[config.mk]
export PLATFORM = sky130hd
export DESIGN_NAME = wb_sequencer_flat
export DESIGN_NICKNAME = d
export VERILOG_FILES = /design/src/rtl/cpu_pkg.sv /design/src/rtl/wb_sequencer_if.sv /design/src/rtl/wb_hold_buf.sv /design/src/rtl/wb_sequencer.sv /design/src/flat_wrapper.sv
export SDC_FILE = /design/constraint.sdc
export NUM_CORES = 1
export LEC_CHECK = 0
export ABC_AREA = 1
export CAP_MARGIN = 40
export CORE_MARGIN = 2
export CORE_UTILIZATION = 50
export DETAILED_ROUTE_END_ITERATION = 10
export PLACE_DENSITY_LB_ADDON = 0.3
export REMOVE_ABC_BUFFERS = 1
export SYNTH_ARGS = -nofsm -noshare
export SYNTH_HDL_FRONTEND = slang
export SYNTH_SLANG_ARGS = --single-unit
[constraint.sdc]
create_clock -name clk -period 2.6 [get_ports clk]
set_input_delay 0.52 -clock clk [delete_from_list [all_inputs] [get_ports clk]]
set_output_delay 0.52 -clock clk [all_outputs]
set_load 0.1 [all_outputs]
[src/rtl/cpu_pkg.sv]
// Shared definitions for the register-bank write-back path: source codes,
// the write request layout and the write-back arbiter state encoding.
package cpu_pkg;

  localparam logic [2:0] SRC_CONST227 = 3'd0;
  localparam logic [2:0] SRC_D1       = 3'd1;
  localparam logic [2:0] SRC_D2       = 3'd2;
  localparam logic [2:0] SRC_D3       = 3'd3;
  localparam logic [2:0] SRC_D4       = 3'd4;
  localparam logic [2:0] SRC_D5       = 3'd5;
  localparam logic [2:0] SRC_D6       = 3'd6;
  localparam logic [2:0] SRC_ILLEGAL  = 3'd7;

  localparam logic [4:0] REG_ZERO = 5'd0;

  typedef struct packed {
    logic [2:0] src;
    logic [4:0] dst;
  } wb_req_t;

  typedef enum logic {
    ST_EMPTY = 1'b0,
    ST_HELD  = 1'b1
  } wb_state_e;

  // A source code is legal when it selects one of the first n_src mux inputs.
  function automatic logic src_legal(logic [2:0] src, int n_src);
    return int'(src) < n_src;
  endfunction

endpackage

[src/rtl/wb_sequencer_if.sv]
// Request/response bundle between the write-back requesters, the register
// bank and the write-back sequencer.
interface wb_sequencer_if;
  import cpu_pkg::*;

  logic       a_valid;
  logic [2:0] a_src;
  logic [4:0] a_dst;
  logic       a_ready;
  logic       b_valid;
  logic [2:0] b_src;
  logic [4:0] b_dst;
  logic       b_ready;
  logic [2:0] wb_sel;
  logic       wb_we;
  logic [4:0] wb_addr;
  logic       pend_valid;
  logic [4:0] pend_dst;
  logic       err_illegal;

  // Requester / observer side.
  modport master (
    output a_valid, a_src, a_dst, b_valid, b_src, b_dst,
    input  a_ready, b_ready, wb_sel, wb_we, wb_addr, pend_valid, pend_dst, err_illegal
  );

  // Sequencer side.
  modport slave (
    input  a_valid, a_src, a_dst, b_valid, b_src, b_dst,
    output a_ready, b_ready, wb_sel, wb_we, wb_addr, pend_valid, pend_dst, err_illegal
  );

endinterface

[src/rtl/wb_hold_buf.sv]
// Single-entry holding buffer for a deferred port A request, plus the
// saturating count of cycles it has lost arbitration to port B.
module wb_hold_buf
  import cpu_pkg::*;
#(
  parameter int MAX_WAIT = 2
) (
  input  logic    clk,
  input  logic    reset,
  input  logic    capture,
  input  wb_req_t capture_req,
  input  logic    bump,
  output wb_req_t held_req,
  output logic    cnt_at_max
);

  localparam int CW = (MAX_WAIT > 0) ? $clog2(MAX_WAIT + 1) : 1;

  wb_req_t       req_q, req_d;
  logic [CW-1:0] cnt_q, cnt_d;

  assign held_req   = req_q;
  assign cnt_at_max = (cnt_q == CW'(MAX_WAIT));

  // Capture restarts the wait count; bumps saturate so the counter never wraps.
  always_comb begin
    req_d = req_q;
    cnt_d = cnt_q;
    if (capture) begin
      req_d = capture_req;
      cnt_d = '0;
    end else if (bump && !cnt_at_max) begin
      cnt_d = cnt_q + CW'(1);
    end
  end

  // Buffer and counter registers.
  always_ff @(posedge clk or negedge reset) begin
    if (!reset) begin
      req_q <= '0;
      cnt_q <= '0;
    end else begin
      req_q <= req_d;
      cnt_q <= cnt_d;
    end
  end

endmodule

[src/rtl/wb_sequencer.sv]
// Write-back scheduler for the register bank: arbitrates the control FSM
// (port A) against late-result units (port B) onto the single write port.
//
//   state    | meaning
//   ---------+------------------------------------------------------------
//   ST_EMPTY | no deferred A request; A is accepted, B wins any collision
//   ST_HELD  | one A request buffered; B may pass it at most MAX_WAIT times
module wb_sequencer
  import cpu_pkg::*;
#(
  parameter int MAX_WAIT = 2,
  parameter int N_SRC    = 7
) (
  input  logic            clk,
  input  logic            reset,
  wb_sequencer_if.slave   bus
);

  wb_state_e  state_q, state_d;
  logic [2:0] wb_sel_q, wb_sel_d;
  logic [4:0] wb_addr_q, wb_addr_d;
  logic       wb_we_q, wb_we_d;
  logic       err_q, err_d;

  logic       issue;
  wb_req_t    issue_req;
  logic       capture;
  logic       bump;
  wb_req_t    a_req, b_req, held_req;
  logic       cnt_at_max;

  assign a_req = '{src: bus.a_src, dst: bus.a_dst};
  assign b_req = '{src: bus.b_src, dst: bus.b_dst};

  wb_hold_buf #(.MAX_WAIT(MAX_WAIT)) u_hold_buf (
    .clk         (clk),
    .reset       (reset),
    .capture     (capture),
    .capture_req (a_req),
    .bump        (bump),
    .held_req    (held_req),
    .cnt_at_max  (cnt_at_max)
  );

  assign bus.a_ready     = (state_q == ST_EMPTY);
  assign bus.b_ready     = 1'b1;
  assign bus.pend_valid  = (state_q == ST_HELD);
  assign bus.pend_dst    = held_req.dst;
  assign bus.wb_sel      = wb_sel_q;
  assign bus.wb_we       = wb_we_q;
  assign bus.wb_addr     = wb_addr_q;
  assign bus.err_illegal = err_q;

  // Arbitration, then translation of the chosen request into write-port values.
  always_comb begin
    state_d   = state_q;
    issue     = 1'b0;
    issue_req = '0;
    capture   = 1'b0;
    bump      = 1'b0;
    err_d     = 1'b0;

    case (state_q)
      ST_EMPTY: begin
        if (bus.b_valid) begin
          issue     = 1'b1;
          issue_req = b_req;
          if (bus.a_valid) begin
            // An illegal A is dropped here rather than parked in the buffer.
            if (src_legal(bus.a_src, N_SRC)) begin
              capture = 1'b1;
              state_d = ST_HELD;
            end else begin
              err_d = 1'b1;
            end
          end
        end else if (bus.a_valid) begin
          issue     = 1'b1;
          issue_req = a_req;
        end
      end
      ST_HELD: begin
        if (bus.b_valid && !cnt_at_max) begin
          issue     = 1'b1;
          issue_req = b_req;
          bump      = 1'b1;
        end else begin
          // Forced or free slot: the held A goes out; a concurrent B is
          // acknowledged but lost and must be resent by its owner.
          issue     = 1'b1;
          issue_req = held_req;
          state_d   = ST_EMPTY;
        end
      end
      default: state_d = ST_EMPTY;
    endcase

    wb_we_d   = 1'b0;
    wb_sel_d  = wb_sel_q;
    wb_addr_d = wb_addr_q;
    if (issue) begin
      if (!src_legal(issue_req.src, N_SRC)) begin
        err_d = 1'b1;
      end else begin
        wb_sel_d  = issue_req.src;
        wb_addr_d = issue_req.dst;
        wb_we_d   = (issue_req.dst != REG_ZERO);
      end
    end
  end

  // State and registered write-port outputs.
  always_ff @(posedge clk or negedge reset) begin
    if (!reset) begin
      state_q   <= ST_EMPTY;
      wb_sel_q  <= '0;
      wb_addr_q <= '0;
      wb_we_q   <= 1'b0;
      err_q     <= 1'b0;
    end else begin
      state_q   <= state_d;
      wb_sel_q  <= wb_sel_d;
      wb_addr_q <= wb_addr_d;
      wb_we_q   <= wb_we_d;
      err_q     <= err_d;
    end
  end

endmodule

[src/flat_wrapper.sv]
// flat-port wrapper written by rule: the top's interface ports become plain ports
module wb_sequencer_flat import cpu_pkg::*;
#(
  parameter int MAX_WAIT = 2,
  parameter int N_SRC    = 7
)
  (clk, reset, bus_a_valid, bus_a_src, bus_a_dst, bus_b_valid, bus_b_src, bus_b_dst, bus_a_ready, bus_b_ready, bus_wb_sel, bus_wb_we, bus_wb_addr, bus_pend_valid, bus_pend_dst, bus_err_illegal);
  wb_sequencer_if bus_i ();
  input  logic clk;
  input  logic reset;
  input wire logic [$bits(bus_i.a_valid)-1:0] bus_a_valid;
  input wire logic [$bits(bus_i.a_src)-1:0] bus_a_src;
  input wire logic [$bits(bus_i.a_dst)-1:0] bus_a_dst;
  input wire logic [$bits(bus_i.b_valid)-1:0] bus_b_valid;
  input wire logic [$bits(bus_i.b_src)-1:0] bus_b_src;
  input wire logic [$bits(bus_i.b_dst)-1:0] bus_b_dst;
  output wire logic [$bits(bus_i.a_ready)-1:0] bus_a_ready;
  output wire logic [$bits(bus_i.b_ready)-1:0] bus_b_ready;
  output wire logic [$bits(bus_i.wb_sel)-1:0] bus_wb_sel;
  output wire logic [$bits(bus_i.wb_we)-1:0] bus_wb_we;
  output wire logic [$bits(bus_i.wb_addr)-1:0] bus_wb_addr;
  output wire logic [$bits(bus_i.pend_valid)-1:0] bus_pend_valid;
  output wire logic [$bits(bus_i.pend_dst)-1:0] bus_pend_dst;
  output wire logic [$bits(bus_i.err_illegal)-1:0] bus_err_illegal;
  assign bus_i.a_valid = bus_a_valid;
  assign bus_i.a_src = bus_a_src;
  assign bus_i.a_dst = bus_a_dst;
  assign bus_i.b_valid = bus_b_valid;
  assign bus_i.b_src = bus_b_src;
  assign bus_i.b_dst = bus_b_dst;
  assign bus_a_ready = bus_i.a_ready;
  assign bus_b_ready = bus_i.b_ready;
  assign bus_wb_sel = bus_i.wb_sel;
  assign bus_wb_we = bus_i.wb_we;
  assign bus_wb_addr = bus_i.wb_addr;
  assign bus_pend_valid = bus_i.pend_valid;
  assign bus_pend_dst = bus_i.pend_dst;
  assign bus_err_illegal = bus_i.err_illegal;
  wb_sequencer #(.MAX_WAIT(MAX_WAIT), .N_SRC(N_SRC)) u_core (.clk(clk), .reset(reset), .bus(bus_i));
endmodule
# After elaboration in Yosys (flattened, before gate mapping)
# Index checks and enable logic that the tools add are counted.
[word_totals] in_bits=20 output_inout_bits=18 reg_bits=21
[op_classes] muxes=24 magnitude_cmp=2 addsub=1 reduce_logical=6 bitwise=1 n_eq_ne=1
[ops] cell="2-to-1 mux 8 bit" count=3
[ops] cell="2-to-1 mux 1 bit" count=16
[ops] cell="one-hot mux 8 bit (2 select lines)" count=1
[ops] cell="less-than comparator 3 bit, second input constant" count=2
[ops] cell="nonzero test 5 bit" count=1
[ops] cell="2-to-1 mux 2 bit" count=2
[ops] cell="one-hot mux 1 bit (2 select lines)" count=2
[ops] cell="adder 2 x 1 -> 2 bit, second input constant" count=1
[ops] cell="== test 2 bit, second input constant" count=1
[ops] cell="logical AND 1 bit" count=2
[ops] cell="AND reduction 2 bit" count=1
[ops] cell="nonzero test 2 bit" count=1
[ops] cell="zero test 1 bit" count=1
[ops] cell="NOT 1 bit" count=1

# Depth between registers and ports, before layout
[depth] depth_word=8 ltp_mapped=13

# By module
# A second synthesis with hierarchy kept.
[hier_totals] hier_cells=176 hier_area_um2=1281.2
[modules_own_cells] module="wb_sequencer" seq_area_each_um2=275.3 n_inst=1 area_per_inst_um2=835.8 cells_per_inst=126
[modules_own_cells] module="wb_hold_buf" seq_area_each_um2=250.2 n_inst=1 area_per_inst_um2=445.4 cells_per_inst=50

# Least setup slack after synthesis
# OpenSTA, ideal clock, no wires.
[synth_path] path_kind="flip-flop to flip-flop" from="register u_core.state_q, in the netlist u_core.bus.pend_valid" to="register u_core.wb_addr_q[0], in the netlist u_core.bus.wb_addr[0]" path_slack_ps=500 path_stages_with_launch=9 arrival_time_ps=1980 synth_period_minus_slack_ps=2100 path_buffers=1 path_cell_list="dfrtp_1 > buf_4 > inv_4 > nand3_1 > nand4_4 > nand2_4 > nand2_8 > nand2_2 > nand2_2"
[synth_via] elab_chain_len=4 elab_cells_between_ends=5
[synth_rtl] item="start: declaration" line_no="wb_sequencer.sv:19" rtl="wb_state_e state_q, state_d;"
[synth_rtl] item="start signal: assignment" line_no="wb_sequencer.sv:121" rtl="state_q <= state_d;"
[synth_rtl] item="NOT 1 bit (*)"
[synth_rtl] item="via bus_a_ready" line_no="flat_wrapper.sv:17" rtl="output wire logic [$bits(bus_i.a_ready)-1:0] bus_a_ready;"
[synth_rtl] item="one-hot mux 8 bit (2 select lines)" line_no="wb_sequencer.sv:63" rtl="case (state_q)"
[synth_rtl] item="less-than comparator 3 bit" line_no="cpu_pkg.sv:28" rtl="return int'(src) < n_src;"
[synth_rtl] item="AND reduction 2 bit (no source line)"
[synth_rtl] item="end signal: assignment" line_no="wb_sequencer.sv:123" rtl="wb_addr_q <= wb_addr_d;"
[synth_rtl] item="end: declaration" line_no="wb_sequencer.sv:21" rtl="logic [4:0] wb_addr_q, wb_addr_d;"
# Mark *: on every way through the listed nets, which the timed path passes. The rest lies on a longest branch.
# A chain may end at the register's enable or synchronous reset.

# Worst setup path in the final report
[layout_path] from="register u_core.state_q, in the netlist u_core.bus.pend_valid" to="output bus_pend_valid"
[layout_lines] item="end: declaration" line_no="flat_wrapper.sv:22" rtl="output wire logic [$bits(bus_i.pend_valid)-1:0] bus_pend_valid;"
# No word-level cell between the ends.

==> impl.org <==
** Worst hold path
- The worst hold path belongs to the class reg2reg.

** Critical path
- Delay-heaviest family, CP :: flip-flops
- Arrival time at the worst endpoint :: 1520 ps
- Category of the worst setup path capture point :: primary output
- Of all nets on the critical path, the largest fanout is 17.
- Slowest cell on the critical path :: dfrtp_1
- The critical path is of the reg2out type.
- The signal on the critical path passes through buf_4.
- STA classifies the critical path startpoint as a register.
- Critical path buffer and inverter count :: 1
- At the worst endpoint, the required time is 2080 ps.
- The largest single stage delay on the critical path is 800 ps.

** Cells and area
- In the final layout, the multi-input gates occupy 683 um^2.
- Filler cell count in the final layout :: 257
- Number of antenna repair diodes :: 0
- Synthesis-to-layout area growth :: 21.8%
- Fraction of the core area covered by cells at the end of the flow :: 0.629
- Of the cells placed in the final design, the portion with a size suffix greater than 1 is 0.288.
- Final nets :: 230
- Across the whole layout, storage elements account for 526 um^2.

** Drt
- Post-detailed-routing wire length :: 2.91 mm
- Across all layers, the routed design uses 1196 vias.
- Final routed wire length divided by cell count :: 12.2 um
- In the routed design, unresolved DRC markers number 0.
- Iteration-0 DRC count of the detailed router :: 22
- Routed signal wires occupy layers up through met4.
- 1st-pass router iterations :: 4
- Detailed routing placed a total of 1.41 mm of wire on met2.
- The detail route stage leaves a number of antenna-violating nets equal to 0.
- WL met3 :: 162 um
- Via density :: 5.00
- Met1 layer wirelength in the final routing :: 1.28 mm

** Power
- In this run the static leakage power is 0.000883 uW.
- Of the total power, the share spent switching nets is 0.580.
- The share of total power dissipated in sequential elements is 0.291.
- Cell internal power was estimated by the tool at 721 uW.
- Total power divided by cell area :: 1020 nW/um^2
- VDD sags by at most 0.000781 V.
- The analysis attributes to net switching a power of 996 uW.
- Part of the power in combinational logic :: 0.615
- Share of total power in the clock network :: 0.095

** Placement
- Post-Place Setup Slack :: 295 ps
- Once detailed placement completed, the half-perimeter wirelength came to 2.35 mm.
- Buffers placed on the I/O ports in this run total 36.
- Routability-driven placement finished with a final weighted congestion of 0.804.

** Timing
- Static timing analysis puts the maximum clock frequency at 489 MHz.
- At the pin with the least slew margin, the transition time is 687 ps.
- Final hold analysis gives a worst-case slack of 499 ps.
- The total count of max-transition violations in the final report came to 0.
- Setup violations remaining at the end of the flow were counted as 0.
- Relative slew margins :: 0.542
- Setup slack of the critical path after layout :: 555 ps
- Final critical-path share of the clock period :: 0.786
- Setup repair after global routing missed its margin :: false
- On the final layout, the worst clock skew is 4.71 ps.
- The final-report hold violation count was 0.
- Counting I/O delays and the setup requirement, the final critical path takes 2040 ps.
- Final TNS setup :: 0 ps

** Logic synthesis
- Share of the synthesized netlist area taken by xor and xnor gates :: 0
- Fraction of post-synthesis cell area in the top cell type by area :: 0.379
- Of the total synthesized cell area, the portion taken by full adders, half adders and majority gates is 0.00902.
- Number of library cell types mapped by synthesis :: 24
- Gate Count Post-Synth :: 178
- A synthesized cell averages 7.80 um^2.
- Dominant cells by area after synthesis :: dfrtp_1 38%, nand2_1 11%, nand2_2 9.9%, nand3_1 7.9%, inv_1 5.4%
- Summing every instance area after synthesis gives 1390 um^2.
- The biggest area contributor in the post-synthesis netlist is dfrtp_1.
- For this run, the number of Yosys warnings is 0.
- Share of the synthesized area in compound gates (AO/OA/AOI/OAI) :: 0.0577
- Dominant combinational cell family by area after synthesis :: simple AND/OR/NAND/NOR gates
- Portion of netlist area occupied by mux cells :: 0
- Fraction of the yosys area taken by sequential cells :: 0.379
- Of the total synthesized cell area, the portion taken by AND, OR, NAND and NOR gates is 0.423.
- Flip-flop and latch count after synthesis :: 21

** Clocking
- Latest clock arrival within the worst-skew pair :: 310 ps
- CTS clk-pin slew, worst paths :: 120 ps
- In this run the clock root is driven by a clkbuf_4.
- Number of instances resized during post-cts repair :: 0
- Buffers added to address setup during post-CTS repair amount to 0.
- In this run the number of H-tree levels came out at 1.
- Buffers inserted during clock tree synthesis total 3.
- CTS saw 21 sinks.
- For this design, the CTS-stage hold fixing added 0 buffers.
- TritonCTS built the clock tree.
- Clk buf depth :: 2

** Floorplanning
- # rows :: 19
- # IOs :: 38
- Area of the core region :: 2690 um^2
- Die Area :: 3210 um^2
- Die Span X :: 56.7 um
- Die Height :: 56.7 um
- Initial cell density of the core :: 0.517

** Global route
- Number of global-route vias before repair :: 1187
- The initial antenna violation count was 0.
- Global-route wire length before repair :: 5.18 mm
- Maximum number of pins on one net before global-route repair :: 22
- In the global route stage, overall resource usage came out at 0.204.
- After global routing the overflow that remains totals 0.

** Outcome
- Run status :: finished clean

** Flow run
- Number of max-cap violations :: 0
## cell type report
cell class,instances,share of cell area
Clock buffer,4,0.0155
Multi-Input combinational cell,123,0.404
Inverter,23,0.0540
Tap cell,31,0.0229
Timing Repair Buffer,37,0.192
Sequential cell,21,0.311
## worst paths after layout
kind	start	slack [ps]	end	cells after the start
max in group asynchronous	reset	1850	u_core.u_hold_buf.held_req[1]$_DFFE_PN0P_	2
min in group asynchronous	reset	530	u_core.bus.wb_addr[3]$_DFFE_PN0P_	2
worst min-delay path	u_core.bus.wb_addr[3]$_DFFE_PN0P_	500	u_core.bus.wb_addr[3]$_DFFE_PN0P_	2
worst max-delay path	u_core.bus.pend_valid$_DFF_PN0_	560	bus_pend_valid	1
worst min register to register	u_core.bus.wb_addr[3]$_DFFE_PN0P_	500	u_core.bus.wb_addr[3]$_DFFE_PN0P_	2
worst max register to register	u_core.bus.pend_valid$_DFF_PN0_	900	u_core.bus.wb_addr[1]$_DFFE_PN0P_	7
## metal layers
metal,up-vias,GRT usage
met5,-,0
met4,0,0.0646
met3,7,0.0323
met2,40,0.349
met1,541,0.262
li1,608,-
## per-stage QoR
step	std cells	power (uW)	instance area (um^2)
detailed placement	235	1570	1660
floorplan	167	1330	1300
global route	239	1800	1690
CTS	239	1730	1690
finish	239	1720	1690
global placement	235	1550	1660
## synthesized netlist by cell type
cell type / number
nand2_1: 42
nand2_2: 22
nand3_1: 22
dfrtp_1: 21
inv_1: 20
buf_4: 8
nor2_1: 7
o21ai_0: 5
o21ai_1: 5
nand3_2: 4
nor2_4: 4
a21oi_1: 3
buf_6: 2
inv_4: 2
nand2_4: 2
buf_2: 1
conb_1: 1
ha_1: 1
inv_2: 1
nand2_8: 1
nand4_4: 1
nor2_2: 1
o21ai_2: 1
o22ai_1: 1
## placed cells by master (no fill, tap or decap)
| cell | n |
|---|---|
| nor2_4 | 4 |
| o21ai_0 | 5 |
| nand2_1 | 42 |
| nand2_4 | 2 |
| o21ai_2 | 1 |
| o22ai_1 | 1 |
| clkdlybuf4s50_1 | 19 |
| inv_1 | 20 |
| nand2_2 | 22 |
| a21oi_1 | 3 |
| clkbuf_1 | 1 |
| clkbuf_4 | 3 |
| nand3_2 | 4 |
| ha_1 | 1 |
| conb_1 | 1 |
| inv_2 | 1 |
| dfrtp_1 | 21 |
| o21ai_1 | 5 |
| nor2_2 | 1 |
| nand2_8 | 1 |
| nand3_1 | 22 |
| buf_4 | 18 |
| inv_4 | 2 |
| nor2_1 | 7 |
| nand4_4 | 1 |
## flip-flops by register name, indices dropped and copies added (netlist names)
signal / flops
u_core.bus.err_illegal: 1
u_core.u_hold_buf.cnt_q: 2
u_core.bus.pend_valid: 1
u_core.bus.wb_we: 1
u_core.u_hold_buf.held_req: 8
u_core.bus.wb_addr: 5
u_core.bus.wb_sel: 3
## power by group through the flow
stage	clock (uW)	combinational (uW)	sequential (uW)
after floorplan	0	304	1020
after global placement	0	1040	505
after detailed placement	0	1060	506
after CTS	166	1060	501
after global routing	179	1110	514
final	163	1060	499
## logic make-up after synthesis
family                     count (synthesis)
DFF                                       21
and+or+nand+nor                          106
buffers and inverters                     34
other                                      1
adders and majority gates                  1
AOI/OAI and AO/OA                         15
Power figures use the tool's default switching activity.
